### src/rtl/keypad_emulator_pkg.sv
// keypad_emulator_pkg: definitions shared by the keypad emulator and the keypad
// scanner: matrix geometry, FSM state encoding and key-code to row/col mapping.
// Ports: none (package).
package keypad_emulator_pkg;

  localparam int unsigned NUM_ROWS = 4;
  localparam int unsigned NUM_COLS = 3;
  localparam int unsigned MAX_KEY  = 11;
  localparam int unsigned CODE_W   = 4;
  localparam int unsigned ROW_W    = 2;
  localparam int unsigned COL_W    = 2;

  localparam logic [7:0] LFSR_SEED = 8'hA5;

  typedef enum logic [2:0] {
    S_IDLE           = 3'd0,
    S_BOUNCE_PRESS   = 3'd1,
    S_HOLD           = 3'd2,
    S_BOUNCE_RELEASE = 3'd3,
    S_GAP            = 3'd4
  } state_e;

  typedef struct packed {
    logic [ROW_W-1:0] row;
    logic [COL_W-1:0] col;
  } key_pos_t;

  // Key index = row*3 + col.
  function automatic key_pos_t key_to_pos(input logic [CODE_W-1:0] code);
    key_pos_t pos;
    pos.row = ROW_W'(code / CODE_W'(NUM_COLS));
    pos.col = COL_W'(code % CODE_W'(NUM_COLS));
    return pos;
  endfunction

  function automatic logic key_legal(input logic [CODE_W-1:0] code);
    return code <= CODE_W'(MAX_KEY);
  endfunction

endpackage

### src/rtl/keypad_bounce_gen.sv
// keypad_bounce_gen: contact bounce pattern source for the keypad emulator.
// Build option: KEYPAD_EMU_LFSR_BOUNCE_EN selects an 8-bit Fibonacci LFSR
// (taps 8,6,5,4, seed 8'hA5); otherwise a 2-closed/2-open square wave.
// Ports:
//   clock, reset : clock and synchronous active-high reset
//   start        : next cycle is the first cycle of a bounce window
//   advance      : next cycle is a bounce cycle (pattern steps)
//   bit_c        : contact value for the next bounce cycle (combinational)
module keypad_bounce_gen
  import keypad_emulator_pkg::*;
(
  input  logic clock,
  input  logic reset,
  input  logic start,
  input  logic advance,
  output logic bit_c
);

`ifdef KEYPAD_EMU_LFSR_BOUNCE_EN
  logic [7:0] lfsr;
  logic       unused_start;

  assign unused_start = start;

  // Free-running across windows; only steps while bouncing.
  always_ff @(posedge clock) begin
    if (reset) begin
      lfsr <= LFSR_SEED;
    end else if (advance) begin
      lfsr <= {lfsr[6:0], lfsr[7] ^ lfsr[5] ^ lfsr[4] ^ lfsr[3]};
    end
  end

  assign bit_c = lfsr[0];
`else
  logic [1:0] phase;

  // Phase restarts at each window so every window begins closed.
  always_ff @(posedge clock) begin
    if (reset) begin
      phase <= 2'd0;
    end else if (advance) begin
      phase <= start ? 2'd1 : phase + 2'd1;
    end
  end

  assign bit_c = start ? 1'b1 : ~phase[1];
`endif

endmodule

### src/rtl/keypad_emulator.sv
// keypad_emulator: 4x3 matrix keypad responder. Accepts key-press commands,
// closes the addressed contact with press bounce, hold, release bounce and an
// inter-key gap, and answers the scanner's active-low row drive on cols.
// Build option: KEYPAD_EMU_LFSR_BOUNCE_EN (see keypad_bounce_gen).
// Ports:
//   clock, reset : clock and synchronous active-high reset
//   key_valid    : command valid
//   key_code     : key index 0..11 (12..15 flagged via err)
//   key_ready    : command can be accepted (IDLE only)
//   rows         : scanner row drive, active-low
//   cols         : column sense, active-low, combinational from rows
//   pressed      : contact closed
//   done         : one-cycle pulse in the last gap cycle
//   err          : one-cycle pulse after an illegal code is accepted
module keypad_emulator
  import keypad_emulator_pkg::*;
#(
  parameter int unsigned HOLD_CYCLES   = 1000,
  parameter int unsigned BOUNCE_CYCLES = 16,
  parameter int unsigned GAP_CYCLES    = 200
) (
  input  logic              clock,
  input  logic              reset,
  input  logic              key_valid,
  input  logic [CODE_W-1:0] key_code,
  output logic              key_ready,
  input  logic [NUM_ROWS-1:0] rows,
  output logic [NUM_COLS-1:0] cols,
  output logic              pressed,
  output logic              done,
  output logic              err
);

  localparam int unsigned MAX_HB  = (HOLD_CYCLES > BOUNCE_CYCLES) ? HOLD_CYCLES : BOUNCE_CYCLES;
  localparam int unsigned MAX_ALL = (MAX_HB > GAP_CYCLES) ? MAX_HB : GAP_CYCLES;
  localparam int unsigned CNT_TOP = MAX_ALL - 1;
  localparam int unsigned CNT_W   = (CNT_TOP > 1) ? $clog2(CNT_TOP + 1) : 1;

  localparam logic [CNT_W-1:0] HOLD_LOAD   = CNT_W'(HOLD_CYCLES - 1);
  localparam logic [CNT_W-1:0] BOUNCE_LOAD = CNT_W'(BOUNCE_CYCLES - 1);
  localparam logic [CNT_W-1:0] GAP_LOAD    = CNT_W'(GAP_CYCLES - 1);

  state_e            state, state_n;
  logic [CNT_W-1:0]  cnt, cnt_n;
  logic [CODE_W-1:0] code_q, code_n;
  logic              pressed_n, done_n, err_n, ready_n;
  logic              bounce_bit, bounce_start, bounce_adv, bounce_n;
  key_pos_t          pos;

  // State, counter and registered outputs.
  always_ff @(posedge clock) begin
    if (reset) begin
      state     <= S_IDLE;
      cnt       <= '0;
      code_q    <= '0;
      pressed   <= 1'b0;
      done      <= 1'b0;
      err       <= 1'b0;
      key_ready <= 1'b1;
    end else begin
      state     <= state_n;
      cnt       <= cnt_n;
      code_q    <= code_n;
      pressed   <= pressed_n;
      done      <= done_n;
      err       <= err_n;
      key_ready <= ready_n;
    end
  end

  // Next state, counter reload on every state entry, command latch.
  always_comb begin
    state_n = state;
    cnt_n   = (cnt != '0) ? cnt - CNT_W'(1) : cnt;
    code_n  = code_q;
    err_n   = 1'b0;
    case (state)
      S_IDLE: begin
        cnt_n = '0;
        if (key_valid && key_ready) begin
          if (key_legal(key_code)) begin
            code_n  = key_code;
            state_n = S_BOUNCE_PRESS;
            cnt_n   = BOUNCE_LOAD;
          end else begin
            err_n = 1'b1;
          end
        end
      end
      S_BOUNCE_PRESS: if (cnt == '0) begin
        state_n = S_HOLD;
        cnt_n   = HOLD_LOAD;
      end
      S_HOLD: if (cnt == '0) begin
        state_n = S_BOUNCE_RELEASE;
        cnt_n   = BOUNCE_LOAD;
      end
      S_BOUNCE_RELEASE: if (cnt == '0) begin
        state_n = S_GAP;
        cnt_n   = GAP_LOAD;
      end
      S_GAP: if (cnt == '0) begin
        state_n = S_IDLE;
      end
      default: begin
        state_n = S_IDLE;
        cnt_n   = '0;
      end
    endcase
    done_n  = (state_n == S_GAP) && (cnt_n == '0);
    ready_n = (state_n == S_IDLE);
  end

  // Bounce generator steps for each cycle about to be spent bouncing.
  assign bounce_n     = (state_n == S_BOUNCE_PRESS) || (state_n == S_BOUNCE_RELEASE);
  assign bounce_adv   = bounce_n;
  assign bounce_start = bounce_n && (state_n != state);

  keypad_bounce_gen u_bounce (
    .clock   (clock),
    .reset   (reset),
    .start   (bounce_start),
    .advance (bounce_adv),
    .bit_c   (bounce_bit)
  );

  // Contact value for the state being entered; open in IDLE and GAP.
  always_comb begin
    pressed_n = 1'b0;
    if (state_n == S_HOLD) begin
      pressed_n = 1'b1;
    end else if (bounce_n) begin
      pressed_n = bounce_bit;
    end
  end

  // Zero-latency column answer for the latched key.
  assign pos = key_to_pos(code_q);

  always_comb begin
    cols = '1;
    if (pressed && !rows[pos.row]) begin
      cols[pos.col] = 1'b0;
    end
  end

endmodule

### config.mk
export PLATFORM = sky130hd
export DESIGN_NAME = keypad_emulator
export DESIGN_NICKNAME = d
export VERILOG_FILES = /design/src/rtl/keypad_emulator_pkg.sv /design/src/rtl/keypad_bounce_gen.sv /design/src/rtl/keypad_emulator.sv
export SDC_FILE = /design/constraint.sdc
export NUM_CORES = 1
export LEC_CHECK = 0
export CORE_UTILIZATION = 45
export CTS_CLUSTER_SIZE = 24
export DETAILED_ROUTE_END_ITERATION = 8
export HOLD_SLACK_MARGIN = 0.08
export PLACE_DENSITY = 0.74
export REMOVE_ABC_BUFFERS = 1
export SETUP_SLACK_MARGIN = 0.05
export SLEW_MARGIN = 20
export SYNTH_ARGS = -nofsm -noshare
export SYNTH_HDL_FRONTEND = slang
export SYNTH_SLANG_ARGS = --single-unit
### constraint.sdc
create_clock -name clock -period 3.55 [get_ports clock]
set_clock_uncertainty 0.1 [all_clocks]
set_input_delay 0.355 -clock clock [delete_from_list [all_inputs] [get_ports clock]]
set_output_delay 0.355 -clock clock [all_outputs]
set_load 0.05 [all_outputs]
==> summary by stage <==
Routing
The number of vias in the routed layout is around 1,500. The final layout contains routed wiring with a total length of 3.56 mm. The detailed router finished its first iteration with 72 violations. Using the TritonRoute via totals, the vias-per-cell ratio works out to around 5.9.

The count of antenna-violating nets left after detailed routing is 0. The number of optimization iterations in the first detailed-route pass is 4. In the final routed layout, each cell accounts on average for ~14 µm. The detailed-route DRC error count is 0.

Placed design
The placed wire-length estimate after detailed placement is around 2.7 mm. The number of I/O port buffers is 17. Routability-driven placement finished with a final weighted congestion of ~0.85.

The total placed instance area is 1700 µm². The instance count after placement with tap cells included is about 250.

Global routing
The global-route wire length before repair is around 5.8 mm. The pin count of the biggest net entering global routing is 22. In the global route stage, met3 resource usage came out at under 10%. The all-layer global routing usage is between 20% and 30%. The number of global-route vias before repair is around 1,400. Global routing used between 20 and 30% of the available met1 tracks. After global routing, the most crowded layer is met2. The total global routing overflow is 0. The met2 track demand over resource in global routing is a little over a third. The initial antenna violation count is 0.

Timing
The number of hold-slack violations in the final timing report is 0. Setup violations remaining at the end of the flow were counted as 0. The worst-case headroom to the max-slew limit is a little under three fifths. The count of final max-slew check failures is 0. The timing-limited maximum frequency is 316 MHz. Setup total negative slack on the finished layout was measured at 0 ns. Of the available clock period, the critical path in the final layout requires between 80% and 90%. The final critical-path required period is around 3.2 ns.

At the pin with the least slew margin, the transition time is between 0.6 and 0.7 ns. Setup repair after global routing left no endpoint under its margin.

Worst setup path
The stage delay of the slowest cell on the critical path is 0.35 ns. Along the worst path, the maximum fanout reaches 5. For this design, the slowest cell found on the critical path is sky130_fd_sc_hd__dfxtp_1. The signal on the critical path passes through nand2b_1 > inv_1 > ha_1 > inv_1 > ha_1 > nand2_1 > mux2i_1 > ha_1 > a21oi_1 > mux2i_1 > mux2_2 > nand3_1 > buf_4. The category of the worst setup path launch point is a register. STA puts the critical path data required time at 3.09 ns. The critical path in this run is classified as register to output pin. By instance count, the cell type seen most on the critical path is sky130_fd_sc_hd__ha_1. The nature of the critical path endpoint is an output pin. The data arrival at the endpoint of the critical path is 2.71 ns.

Worst hold path
The worst hold path belongs to the class register to register.

Clock network
The clock-pin slew of the registers on the worst-case setup and hold paths is between 0.1 and 0.15 ns. Clock tree synthesis inserted a total of 3 buffers. The number of buffers added to fix hold violations after cts is 0. The clock passes through at most 2 buffers. The number of sinks on the clock net is 23. Once the clock tree was built, the setup fixing pass inserted 0 buffers. At the later pin of the worst-skew pair, clock insertion delay measures between 0.3 and 0.4 ns.

CTS built an H-tree with a depth of 1. TritonCTS built the clock tree. In this run the clock root is driven by a sky130_fd_sc_hd__clkbuf_4. Once the clock tree was built, the resizer swapped 0 gates to a different size.

Finish
The summed area of non-filler cells in the final layout is 1730 µm². The layout-stage area growth over the synthesis result is 12.7%. The post-route netlist has about a tenth of its cells at a drive strength greater than 1. The final-layout fill cell count is between 200 and 300. The register area is 460 µm². The total inserted antenna cells is 0. The most common library cell in the layout ignoring fill and taps is sky130_fd_sc_hd__nor2_1. The count of cells in the finished layout, fillers not included, comes to between 200 and 300. Summing all multi-input logic gate instances after layout gives ~980 µm². The top cell types in the final layout, fill and taps aside, are sky130_fd_sc_hd__nor2_1 (25), sky130_fd_sc_hd__dfxtp_1 (23), sky130_fd_sc_hd__nand2_1 (18). The total number of nets in the final design is 225.

Synth
Counting flops and latches in the post-synthesis netlist gives 23. Counting distinct cell types in the post-synthesis netlist gives 48. In the synthesized netlist the async set-or-reset flop fraction comes to 0%.

The yosys synthesis warning count is 0. For this run, the leading register cell type out of synthesis is sky130_fd_sc_hd__dfxtp_1. The number of enable-type register cells in the synthesized netlist is 0.

The average instance area after synthesis is between 7 and 8 µm². The area of the mapped netlist is around 1500 µm². The cell count after synthesis is between 150 and 200. The proportion of synthesized chip area in sequential cells is between 30 and 40%.

Floorplanning
The initial utilization of the core area, before any placement, comes to around half. Measured along the y axis, the die boundary spans a little over 60 µm. The number of top-level pins is 18.

Measured along the x axis, the die boundary spans 60.3 µm. The core region is approximately 3100 µm². The full die area is ~3600 µm². The cell row count is 20.

Run
Max-cap violations in this run came to 0.

Pwr
Dividing total power by cell area gives a power density of approximately 930 nW/µm². The total leakage power is 0.000679 µW. Across the VDD grid, the largest voltage drop is between 0.4 and 0.5 mV. The final total power is about 1600 µW.

Status
The run finished with clean final reports.
[worst paths after layout]
| check | from | end | slack, ns | cells past startpoint |
|---|---|---|---|---|
| setup / recovery | code_q[3] | cols[1] | 0.39 | 13 |
| hold / removal | u_bounce.phase[1] | u_bounce.phase[1] | 0.40 | 1 |
| setup reg to reg | cnt[1] | done | 0.89 | 9 |
| hold reg to reg | u_bounce.phase[1] | u_bounce.phase[1] | 0.40 | 1 |
[synth_stat cells, types with 2 or more instances]
library cell | n | area share (%)
sky130_fd_sc_hd__or3b_1 | 2 | 1.1
sky130_fd_sc_hd__a21oi_1 | 12 | 3.9
sky130_fd_sc_hd__or4_1 | 3 | 1.5
sky130_fd_sc_hd__clkbuf_1 | 4 | 0.98
sky130_fd_sc_hd__xor2_1 | 2 | 1.1
sky130_fd_sc_hd__a21o_1 | 3 | 1.5
sky130_fd_sc_hd__a31oi_1 | 4 | 1.6
sky130_fd_sc_hd__nand2_1 | 18 | 4.4
sky130_fd_sc_hd__a311oi_1 | 2 | 1.1
sky130_fd_sc_hd__or2_2 | 2 | 0.82
sky130_fd_sc_hd__mux2i_1 | 5 | 3.3
sky130_fd_sc_hd__nand4_1 | 2 | 0.82
sky130_fd_sc_hd__nor4b_1 | 2 | 1.1
sky130_fd_sc_hd__mux2_2 | 4 | 2.9
sky130_fd_sc_hd__nor3_1 | 12 | 3.9
sky130_fd_sc_hd__nand2b_1 | 5 | 2.0
sky130_fd_sc_hd__inv_1 | 7 | 1.7
sky130_fd_sc_hd__o22ai_1 | 2 | 0.82
sky130_fd_sc_hd__ha_1 | 5 | 4.1
sky130_fd_sc_hd__a211oi_1 | 3 | 1.5
sky130_fd_sc_hd__nand3_1 | 11 | 3.6
sky130_fd_sc_hd__a211o_1 | 2 | 1.1
sky130_fd_sc_hd__xnor2_1 | 4 | 2.3
sky130_fd_sc_hd__nor4_1 | 2 | 0.82
sky130_fd_sc_hd__nor2_1 | 25 | 6.1
sky130_fd_sc_hd__nor2b_1 | 3 | 1.2
sky130_fd_sc_hd__buf_4 | 6 | 2.9
sky130_fd_sc_hd__nor3b_1 | 2 | 0.98
sky130_fd_sc_hd__dfxtp_1 | 23 | 30
[registers in the layout (all words and copies together) (netlist names)]
name	count
code_q	4
key_ready	1
err	1
cnt	10
u_bounce.phase	2
pressed	1
done	1
state	3
[kinds of logic (layout without fill, tap and decap cells)]
logic type,count (synthesis),after routing,share of synthesized area [%]
AOI/OAI and AO/OA,37,37,16.4
xor gates and xnor gates,6,6,3.43
adders and majority gates,5,5,4.08
buffers and inverters,18,30,5.88
DFF,23,23,30.1
muxes,9,9,6.21
and+or+nand+nor,98,98,33.9
[through the flow]
stage	hold WS (ns)	util [%]	setup WS, ns
2_1_floorplan	0.327	-	0.794
3_3_place_gp	0.360	54.4	0.870
3_5_place_dp	0.375	54.4	0.732
4_1_cts	0.395	55.2	0.379
5_1_grt	0.423	55.2	0.174
6_report	0.396	55.2	0.388
[final cells by class]
type / instances / area share (%)
clock buffer: 4 / 1.52
inverter: 7 / 1.52
multi-input combinational: 155 / 56.8
sequential: 23 / 26.7
tap: 44 / 3.19
timing repair buffer: 19 / 10.3
[layer usage]
| layer | share of wire, % | vias up |
|---|---|---|
| li1 | - | 735 |
| met1 | 44 | 696 |
| met2 | 50 | 45 |
| met3 | 4.9 | 10 |
| met4 | 1.3 | 0 |
| met5 | 0 | - |
[critical path: cells and delay by family (launching register included)]
family                   cells  cell delay (ns)
AND/OR/NAND/NOR              3             0.36
AO/OA/AOI/OAI                1             0.31
multiplexers                 3             0.54
buffers and inverters        3             0.30
adder cells (fa/ha/maj)      3             0.55
flip-flops                   1             0.35
[power breakdown]
group / internal (µW) / total (µW) / switching (µW)
Clock: 43.9 / 125 / 80.9
Sequential: 333 / 438 / 104
Combinational: 429 / 1050 / 623
No activity file was read; power rests on OpenSTA's default activity.
